==> config.mk <==
export PLATFORM = sky130hd
export DESIGN_NAME = irq_seq
export DESIGN_NICKNAME = d
export VERILOG_FILES = /design/src/rtl/irq_seq.sv
export SDC_FILE = /design/constraint.sdc
export NUM_CORES = 1
export LEC_CHECK = 0
export ABC_AREA = 1
export ABC_CLOCK_PERIOD_IN_PS = 1170
export BUFFER_PORTS_ARGS = -buffer_cell sky130_fd_sc_hd__buf_4
export CORE_MARGIN = 2
export CORE_UTILIZATION = 25
export DETAILED_ROUTE_END_ITERATION = 8
export PLACE_DENSITY = 0.53
export SKIP_LAST_GASP = 1
export SYNTH_ARGS = -nofsm -noshare
export SYNTH_HDL_FRONTEND = slang
export SYNTH_SLANG_ARGS = --single-unit
==> constraint.sdc <==
create_clock -name clk -period 1.17 [get_ports clk]
set_input_delay 0.2925 -clock clk [delete_from_list [all_inputs] [get_ports clk]]
set_output_delay 0.2925 -clock clk [all_outputs]
set_load 0.01 [all_outputs]
==> src/rtl/irq_seq.sv <==
// -----------------------------------------------------------------------------
// irq_seq -- interrupt entry / return sequencer for a small 8-bit CPU.
//
// On an accepted interrupt at an instruction boundary, the current PC and flags
// are captured and pushed through the stack unit. The PC is then vectored to
// IRQ_VECTOR, and the flags are reloaded with interrupts masked and the
// interrupt-active bit set. On RTI, PC and flags are popped and restored.
//
// Ports
//   clk, rst          : clock; asynchronous active-low reset
//   irq               : level interrupt request
//   instr_boundary    : instruction completed, next fetch not yet started
//   rti_req           : decoded RTI
//   pc_in, flags_in   : live CPU PC / flags
//   stack_op_end      : stack unit finished the current push/pop
//   stack_pc/_flags   : values returned by a pop
//   stack_op_ongoing  : stack request, held until stack_op_end
//   push_or_pop       : 1 = push, 0 = pop
//   stack_pc_out/_flags_out : values to push
//   cpu_stall         : freezes fetch/execute
//   pc_load/pc_val, flags_load/flags_val : one-cycle CPU register loads
//   irq_ack           : one-cycle pulse on interrupt entry
// -----------------------------------------------------------------------------
module irq_seq #(
    parameter logic [7:0] IRQ_VECTOR = 8'h01,
    parameter int         IE_BIT     = 4,
    parameter int         IF_BIT     = 5
) (
    input  logic       clk,
    input  logic       rst,
    input  logic       irq,
    input  logic       instr_boundary,
    input  logic       rti_req,
    input  logic [7:0] pc_in,
    input  logic [5:0] flags_in,
    input  logic       stack_op_end,
    input  logic [7:0] stack_pc,
    input  logic [5:0] stack_flags,
    output logic       stack_op_ongoing,
    output logic       push_or_pop,
    output logic [7:0] stack_pc_out,
    output logic [5:0] stack_flags_out,
    output logic       cpu_stall,
    output logic       pc_load,
    output logic [7:0] pc_val,
    output logic       flags_load,
    output logic [5:0] flags_val,
    output logic       irq_ack
);

    typedef enum logic [2:0] {
        ST_IDLE    = 3'd0,
        ST_PUSH    = 3'd1,
        ST_VECTOR  = 3'd2,
        ST_POP     = 3'd3,
        ST_RESTORE = 3'd4
    } state_t;

    state_t     state_reg, state_next;
    logic [7:0] cap_pc_reg;
    logic [5:0] cap_flags_reg;
    logic [7:0] pop_pc_reg;
    logic [5:0] pop_flags_reg;
    logic       capture_en;
    logic       pop_latch_en;
    logic       entry_ok;
    logic [5:0] vector_flags;

    // An interrupt is only taken while enabled and not already in a handler;
    // the IF check is what blocks nesting until RTI restores the old flags.
    assign entry_ok = instr_boundary & irq & flags_in[IE_BIT] & ~flags_in[IF_BIT];

    // Handler-entry flags: captured flags with IE cleared and IF set.
    genvar gi;
    generate
        for (gi = 0; gi < 6; gi++) begin : g_vec_flags
            if (gi == IE_BIT) begin : g_ie
                assign vector_flags[gi] = 1'b0;
            end else if (gi == IF_BIT) begin : g_if
                assign vector_flags[gi] = 1'b1;
            end else begin : g_keep
                assign vector_flags[gi] = cap_flags_reg[gi];
            end
        end
    endgenerate

    always_ff @(posedge clk or negedge rst) begin
        if (!rst) begin
            state_reg     <= ST_IDLE;
            cap_pc_reg    <= 8'h00;
            cap_flags_reg <= 6'h00;
            pop_pc_reg    <= 8'h00;
            pop_flags_reg <= 6'h00;
        end else begin
            state_reg <= state_next;
            if (capture_en) begin
                cap_pc_reg    <= pc_in;
                cap_flags_reg <= flags_in;
            end
            if (pop_latch_en) begin
                pop_pc_reg    <= stack_pc;
                pop_flags_reg <= stack_flags;
            end
        end
    end

    // Pushed values come straight from the capture registers, which are
    // cleared by reset, so these outputs are zero while reset is asserted.
    assign stack_pc_out    = cap_pc_reg;
    assign stack_flags_out = cap_flags_reg;

    always_comb begin
        state_next       = state_reg;
        capture_en       = 1'b0;
        pop_latch_en     = 1'b0;
        stack_op_ongoing = 1'b0;
        push_or_pop      = 1'b0;
        cpu_stall        = 1'b0;
        pc_load          = 1'b0;
        pc_val           = 8'h00;
        flags_load       = 1'b0;
        flags_val        = 6'h00;
        irq_ack          = 1'b0;
        case (state_reg)
            ST_IDLE: begin
                // RTI takes priority; a pending interrupt retries at a later boundary.
                if (rti_req) begin
                    state_next = ST_POP;
                    cpu_stall  = 1'b1;
                end else if (entry_ok) begin
                    state_next = ST_PUSH;
                    capture_en = 1'b1;
                    cpu_stall  = 1'b1;
                end
            end
            ST_PUSH: begin
                stack_op_ongoing = 1'b1;
                push_or_pop      = 1'b1;
                cpu_stall        = 1'b1;
                if (stack_op_end) begin
                    state_next = ST_VECTOR;
                end
            end
            ST_VECTOR: begin
                cpu_stall  = 1'b1;
                pc_load    = 1'b1;
                pc_val     = IRQ_VECTOR;
                flags_load = 1'b1;
                flags_val  = vector_flags;
                irq_ack    = 1'b1;
                state_next = ST_IDLE;
            end
            ST_POP: begin
                stack_op_ongoing = 1'b1;
                cpu_stall        = 1'b1;
                if (stack_op_end) begin
                    pop_latch_en = 1'b1;
                    state_next   = ST_RESTORE;
                end
            end
            ST_RESTORE: begin
                cpu_stall  = 1'b1;
                pc_load    = 1'b1;
                pc_val     = pop_pc_reg;
                flags_load = 1'b1;
                flags_val  = pop_flags_reg;
                state_next = ST_IDLE;
            end
            default: begin
                state_next = ST_IDLE;
            end
        endcase
    end

endmodule
==> results.md, run 1 <==
- # diodes: 0
- Die width: ~82 µm
- Final ANT Viol Nets: 0
- Synth Warn #: 0
- Peak supply drop: between 1000 and 1500 µV
- Gpl congestion: 0.738
- Worst path most repeated cell: nand2_4
- Largest net degree at the start of global routing: 32
- Worst Hold Class: in2reg
- First-pass GRT wire length: about 6.2 mm
- Combinational fraction of design power: 54.6%
- Worst Skew: slightly above 0.004 ns
- Vias: between 1000 and 1500
- Non-Filler Instances: between 300 and 400
- # IOs: 68
- Seq/Total Area, Yosys: 50.6%
- Clk buf depth: 2
- Synth cell types: 18
- Drt drc: 0
- Final hold vios: 0
- Worst path max stage delay: between 0.4 and 0.5 ns
- Status: finished with violations
- Failing checks: setup timing
- Clock Sink Count: 31
- Skew-Pair Late Insertion Delay: between 0.2 and 0.3 ns
- Number of global-route vias before repair: 1320
- Worst EP arrival: about 1.4 ns
- Fillers: between 500 and 600
- Fmax: 596 MHz
- Slowest stage cell, crit path: dfrtp_1
- Critical path launch point type: flip-flop
- Starting Density: between 20% and 30%
- Worst setup path class: reg2out
- CTS tree: built
- Die Area: ~6800 µm²
- Slew HR: about three quarters
- Root buffer cell: clkbuf_8
- Sequential power share: slightly above 30%
- Final setup violation count: 50
- Drt total wl: 4.37 mm
- Share of cells above drive strength 1: between 60% and 70%
- Total track usage: approximately 12%
- Syn_area_per_cell: 8.72 µm²
- Internal power: about 3900 µW
- # port buffers: 67
- Area grow syn2layout: 88.7%
- Crit-path cells: nor2_4 > nand2_4 > nand2_4 > o21a_1 > buf_6
- Fin crit period: 1.68 ns
- Area of the mapped netlist: ~1500 µm²
- Slack of the critical path: -0.509 ns
- Worst Tran Pin Value: just over 0.4 ns
- Die height: ~82 µm
- Required time worst endpoint: roughly 0.9 ns
- Reg clk slew, reported paths: approximately 0.07 ns
- Drt pass-1 iters: 4
- RSZ-0062 raised after global routing: yes
- Clock power frac: approximately 15%
- P per Cell Area: about 2100 nW/µm²
- Final Util: about 49%
- Nets: 318
- Worst path top cell family by delay: simple AND/OR/NAND/NOR gates
- Gr ovfl total: 0
- HPWL after DPL: 2.63 mm
- Core Footprint: between 5000 and 6000 µm²
- Critical Path End Type: output port
- Pre-CTS WS: -0.179 ns
- Max_cap viols: 0
- Buf+Inv Stages, Crit Path: 1
- Synth Net Count: between 200 and 250
- Yosys reg bits: 31
- Critical Path Fanout Max: 5
- Initial antenna violation count: 0
- Final TNS setup: -15.39 ns
- Switching portion of total power: a little under two fifths
- Drt via density: between 4 and 5
- NetSw: approximately 2300 µW
- Total power: 6180 µW
- Std cell rows: 28
- Final Cycle Share: 143%
- Lkg Pwr: between 0.0015 and 0.002 µW
- Max-slew violation count: 0
- Initial DRC Count: 36
- Post-Synthesis Cells: approximately 180
- Num CTS Buffers: 5
- Routed len/inst: 12.1 µm
- H-tree Lvls: 2
- Post-Place Cells: between 300 and 400
## cell usage in the layout (no fill, tap or decap)
master / count
clkbuf_8: 7
nand2_2: 18
o21a_1: 2
nor2_1: 6
buf_8: 1
buf_6: 20
o21ai_2: 19
inv_6: 1
buf_12: 4
nor2_4: 6
dlygate4sd3_1: 1
dfrtp_1: 30
o21ai_1: 1
nand3_2: 1
nor2_2: 1
clkbuf_16: 2
inv_1: 27
inv_8: 1
clkinv_8: 2
and2_4: 1
o21ai_4: 1
dfrtp_2: 1
clkbuf_1: 1
inv_2: 2
nand3_1: 5
nand3_4: 2
inv_4: 2
buf_4: 74
nand2_8: 2
nand2_4: 14
inv_12: 1
nand2_1: 29
## path summary, 6_finish.rpt
path / start / cells after the start / end / slack [ns]
max: state_reg[1]$_DFFE_PN0P_ / 5 / flags_val[5] / -0.51
max in group asynchronous: rst / 2 / state_reg[2]$_DFFE_PN0P_ / 0.37
min reg2reg: stack_flags_out[4]$_DFFE_PN0P_ / 2 / stack_flags_out[4]$_DFFE_PN0P_ / 0.48
max reg2reg: state_reg[2]$_DFFE_PN0P_ / 10 / pop_flags_reg[3]$_DFFE_PN0P_ / -0.29
min: stack_flags[5] / 3 / pop_flags_reg[5]$_DFFE_PN0P_ / 0.21
min in group asynchronous: rst / 2 / pop_flags_reg[1]$_DFFE_PN0P_ / 0.49
## power groups by stage
stage               combinational, µW  clock, µW  sequential (µW)
floorplan                        1260          0             1900
global placement                 2350          0             1830
detailed placement               2360          0             1840
CTS                              2800        958             1840
global route                     3680       1020             1950
finish                           3380        918             1890
## routing by layer
metal | wire length [µm] | global-route usage, % | vias to the layer above
li1 | - | - | 751
met1 | 1940 | 17.1 | 685
met2 | 2100 | 18.7 | 41
met3 | 284 | 3.48 | 5
met4 | 39 | 4.00 | 0
met5 | 0 | 0 | -
## Yosys cell counts
cell     count  area [µm²]
and2_2       1        7.51
buf_4        1        7.51
buf_6        2        22.5
buf_8        2        30.0
dfrtp_1     31         776
inv_1       30         113
inv_2        2        7.51
inv_6        1        8.76
nand2_1     57         214
nand2_2      4        25.0
nand2_4      1        11.3
nand3_1      7        35.0
nand3_4      1        17.5
nor2_1      11        41.3
nor2_4       2        22.5
o21a_1       2        15.0
o21ai_0      1        5.00
o21ai_2     20         175
## worst register-to-register path: stages, from the launching register on
cell     delay (ns)
dfrtp_2        0.45
inv_4          0.09
buf_6          0.10
nand2_4        0.05
buf_6          0.11
nor2_4         0.17
nand2_8        0.10
buf_12         0.14
inv_12         0.06
nand2_1        0.06
nand2_2        0.06
## cells by family after synthesis
kind of cell / share of synthesized area [%]
DFF: 50.6
AOI/OAI and AO/OA: 12.7
buffers and inverters: 12.3
and+or+nand+nor: 24.4
## area by class of cell
cell class	count	area (µm²)	share of cell area, %
Tap cell	75	93.8	3.24
Multi-Input combinational cell	108	797	27.5
Clock buffer	8	100	3.46
Timing Repair Buffer	102	936	32.3
Timing Repair inverter	3	43.8	1.51
Sequential cell	31	777	26.8
Inverter	33	146	5.06
## through the flow
step,instance area [µm²],hold slack [ns]
after floorplan,1570,-0.00309
after global placement,2200,0.255
after detailed placement,2200,0.258
after CTS,2500,0.205
after global routing,2890,0.209
final,2890,0.212
## what timing repair did
action / CTS / global route
endpoints found under the setup margin: 48 / 52
hold buffers: 1 / 0
buffers inserted: 8 / 11
pin swaps: 10 / 10
resized for setup: 30 / 54
endpoints found under the hold margin: 31 / 0
cloned: 3 / 4
Power figures use the tool's default switching activity.
==> run 2, diff against run 1 <==
Settings changed: ABC_CLOCK_PERIOD_IN_PS 1170 to 1800, PLACE_DENSITY 0.53 to 0.52.
Clock period 1.17 ns to 1.8 ns, I/O delays scaled along.
==> run 2 against run 1 <==
The run now ends clean. Setup slack better by 0.52 ns. Critical path depth stayed put. Final area shrank 19%. Sequential share of layout area up 6.3 points. Utilization shrank 9.3 points. Clock skew down 0.00070 ns. Cell count is 8.1% lower. Count of clock-buffer cells in the layout shrank 1. Critical endpoint is now pc_val[4]. Via count fell by 8.8%.
==> results.md, run 2 (synthesis gave the netlist of run 1 again) <==
- Placed Area: 2100 µm² (was 2200 µm²)
- Fin crit period: ~1.8 ns
- Slowest stage cell, crit path: dfrtp_1 (unchanged)
- Max_cap viols: 0 (unchanged)
- Worst R2R Start: state_reg[0]$_DFFE_PN0P_ (was state_reg[2]$_DFFE_PN0P_)
- Number of global-route vias before repair: 1282 (was 1320)
- Worst path max stage delay: 0.42 ns (about the same)
- Initial antenna violation count: 0 (unchanged)
- Buf+Inv Stages, Crit Path: 2 (was 1)
- Total track usage: 11.0% (was 12.4%)
- Design Area, Final: 2340 µm² (was 2890 µm²)
- Die Area: 6780 µm² (unchanged)
- Die width: 82.3 µm (unchanged)
- Sequential power share: 35.7% (was 30.5%)
- Drt total wl: 3.45 mm (was 4.37 mm)
- Hold Buf Count CTS: 0 (was 1)
- Std cell rows: 28 (unchanged)
- Non-Filler Instances: 331 (was 360)
- Switching portion of total power: 37.1% (was 37.5%)
- Fmax: 559 MHz
- # diodes: 0 (unchanged)
- First-pass GRT wire length: 5.63 mm (was 6.22 mm)
- Internal power: 2060 µW (was 3860 µW)
- Skew-Pair Late Insertion Delay: 0.27 ns (about the same)
- NetSw: 1210 µW (was 2320 µW)
- Reg2reg end: stack_pc_out[2]$_DFFE_PN0P_ (was pop_flags_reg[3]$_DFFE_PN0P_)
- Root buffer cell: clkbuf_8 (unchanged)
- Peak supply drop: 665 µV (was 1030 µV)
- H-tree Lvls: 2 (unchanged)
- Gpl congestion: 0.725 (was 0.738)
- Lkg Pwr: 0.00128 µW (was 0.00153 µW)
- Starting Density: 25.9% (unchanged)
- Final TNS setup: 0 ns (was -15.39 ns)
- Critical path launch point type: flip-flop (unchanged)
- # IOs: 68 (unchanged)
- Status: completed (was finished with violations)
- Clock power frac: 15.7% (was 14.8%)
- Area grow syn2layout: 52.7% (was 88.7%)
- Initial DRC Count: 38 (was 36)
- Final hold vios: 0 (unchanged)
- Most frequent cells in the layout: 70 x buf_4, 56 x nand2_1, 30 x dfrtp_1 (was 74 x buf_4, 30 x dfrtp_1, 29 x nand2_1)
- Worst setup path class: reg2out (unchanged)
- Slew HR: 73.5% (was 73.1%)
- Die height: 82.3 µm (unchanged)
- Worst R2R Setup Slack: 0.35 ns (was -0.29 ns)
- # port buffers: 67 (unchanged)
- Routed len/inst: 10.4 µm (was 12.1 µm)
- Final Util: 39.6% (was 48.9%)
- Worst Skew: 0.00334 ns (was 0.00404 ns)
- Gr ovfl total: 0 (unchanged)
- Num CTS Buffers: 5 (unchanged)
- Worst Tran Pin Value: 0.398 ns (was 0.403 ns)
- Max-slew violation count: 0 (unchanged)
- Worst path depth: 5 (unchanged)
- Critical Path Fanout Max: 8 (was 5)
- Clk buf depth: 2 (unchanged)
- Worst Hold Class: in2async (was in2reg)
- Reg clk slew, reported paths: 0.06 ns (was 0.07 ns)
- Final Cycle Share: 99.4%
- Worst EP arrival: 1.34 ns (was 1.39 ns)
- Crit-path cells: nor2_4 > nand2_4 > buf_12 > nor2_2 > buf_4 (was nor2_4 > nand2_4 > nand2_4 > o21a_1 > buf_6)
- CTS tree: built (unchanged)
- Drt via density: 4.08 (was 4.12)
- Critical Path End Type: output port (unchanged)
- Clock Sink Count: 31 (unchanged)
- Final ANT Viol Nets: 0 (unchanged)
- Nets: 289 (was 318)
- Share of cells above drive strength 1: 50.4% (was 64.2%)
- Largest net degree at the start of global routing: 32 (unchanged)
- Final setup violation count: 0 (was 50)
- Combinational fraction of design power: 48.5% (was 54.6%)
- Core Footprint: 5920 µm² (unchanged)
- Most common cell after layout, fill and taps aside: buf_4 (unchanged)
- RSZ-0062 raised after global routing: yes (unchanged)
- Drt drc: 0 (unchanged)
- Post-Place Cells: 315 (was 325)
- Required time worst endpoint: 1.35 ns (was 0.88 ns)
- Vias: 1352 (was 1482)
- HPWL after DPL: 2.52 mm (was 2.63 mm)
- Drt pass-1 iters: 3 (was 4)
- FF-to-FF path depth: 8 (was 10)
- Worst path top cell family by delay: flip-flops (was simple AND/OR/NAND/NOR gates)
- P per Cell Area: 1400 nW/µm² (was 2140 nW/µm²)
==> run 2: area by class of cell <==
type | instances | area [µm²]
tap | 75 | 93.8
clock buffer | 7 | 76.3
timing repair buffer | 77 | 622
inverter | 33 | 131
sequential | 31 | 777
fill | 639 | 3580
clock inverter | 1 | 5.00
multi-input combinational | 107 | 637
==> run 2: per-layer routing <==
metal | up-vias | track usage [%] | wire [µm] | share of wire (%)
li1 | 692 | - | - | -
met1 | 615 | 13.4 | 1490 | 43
met4 | 0 | 4.00 | 42 | 1.2
met3 | 5 | 3.59 | 276 | 8.0
met5 | - | 0 | 0 | 0
met2 | 40 | 18.1 | 1640 | 48
==> run 2: repair_timing <==
item / in CTS / in global routing
buffers inserted: 5 / 3
pin swaps: 1 / 3
endpoints found under the hold margin: 0 / 0
endpoints found under the setup margin: 18 / 15
resized for setup: 7 / 24
==> run 2: power by group through the flow <==
stage	clock network [µW]	logic, µW	registers, µW
2_1_floorplan	0	778	1220
6_report	516	1590	1170
3_5_place_dp	0	1380	1190
4_1_cts	545	1460	1180
3_3_place_gp	0	1370	1180
5_1_grt	573	1790	1210
==> run 2: through the flow <==
step	power (µW)	hold WS (ns)	setup slack (ns)
2_1_floorplan	2000	0.154	0.265
3_3_place_gp	2550	0.415	0.156
3_5_place_dp	2560	0.415	0.124
4_1_cts	3180	0.111	-0.00444
5_1_grt	3570	0.127	-0.0595
6_report	3270	0.0955	0.0111
==> run 2: worst max path at each step <==
stage,start,endpoint,slack (ns)
4_1_cts,state_reg[1]$_DFFE_PN0P_,pc_val[0],-0.004
5_1_grt,state_reg[0]$_DFFE_PN0P_,pc_val[4],-0.06
3_3_place_gp,flags_in[5],cpu_stall,0.16
3_5_place_dp,flags_in[5],cpu_stall,0.12
2_1_floorplan,state_reg[0]$_DFFE_PN0P_,flags_val[5],0.26
6_report,state_reg[0]$_DFFE_PN0P_,pc_val[4],0.01
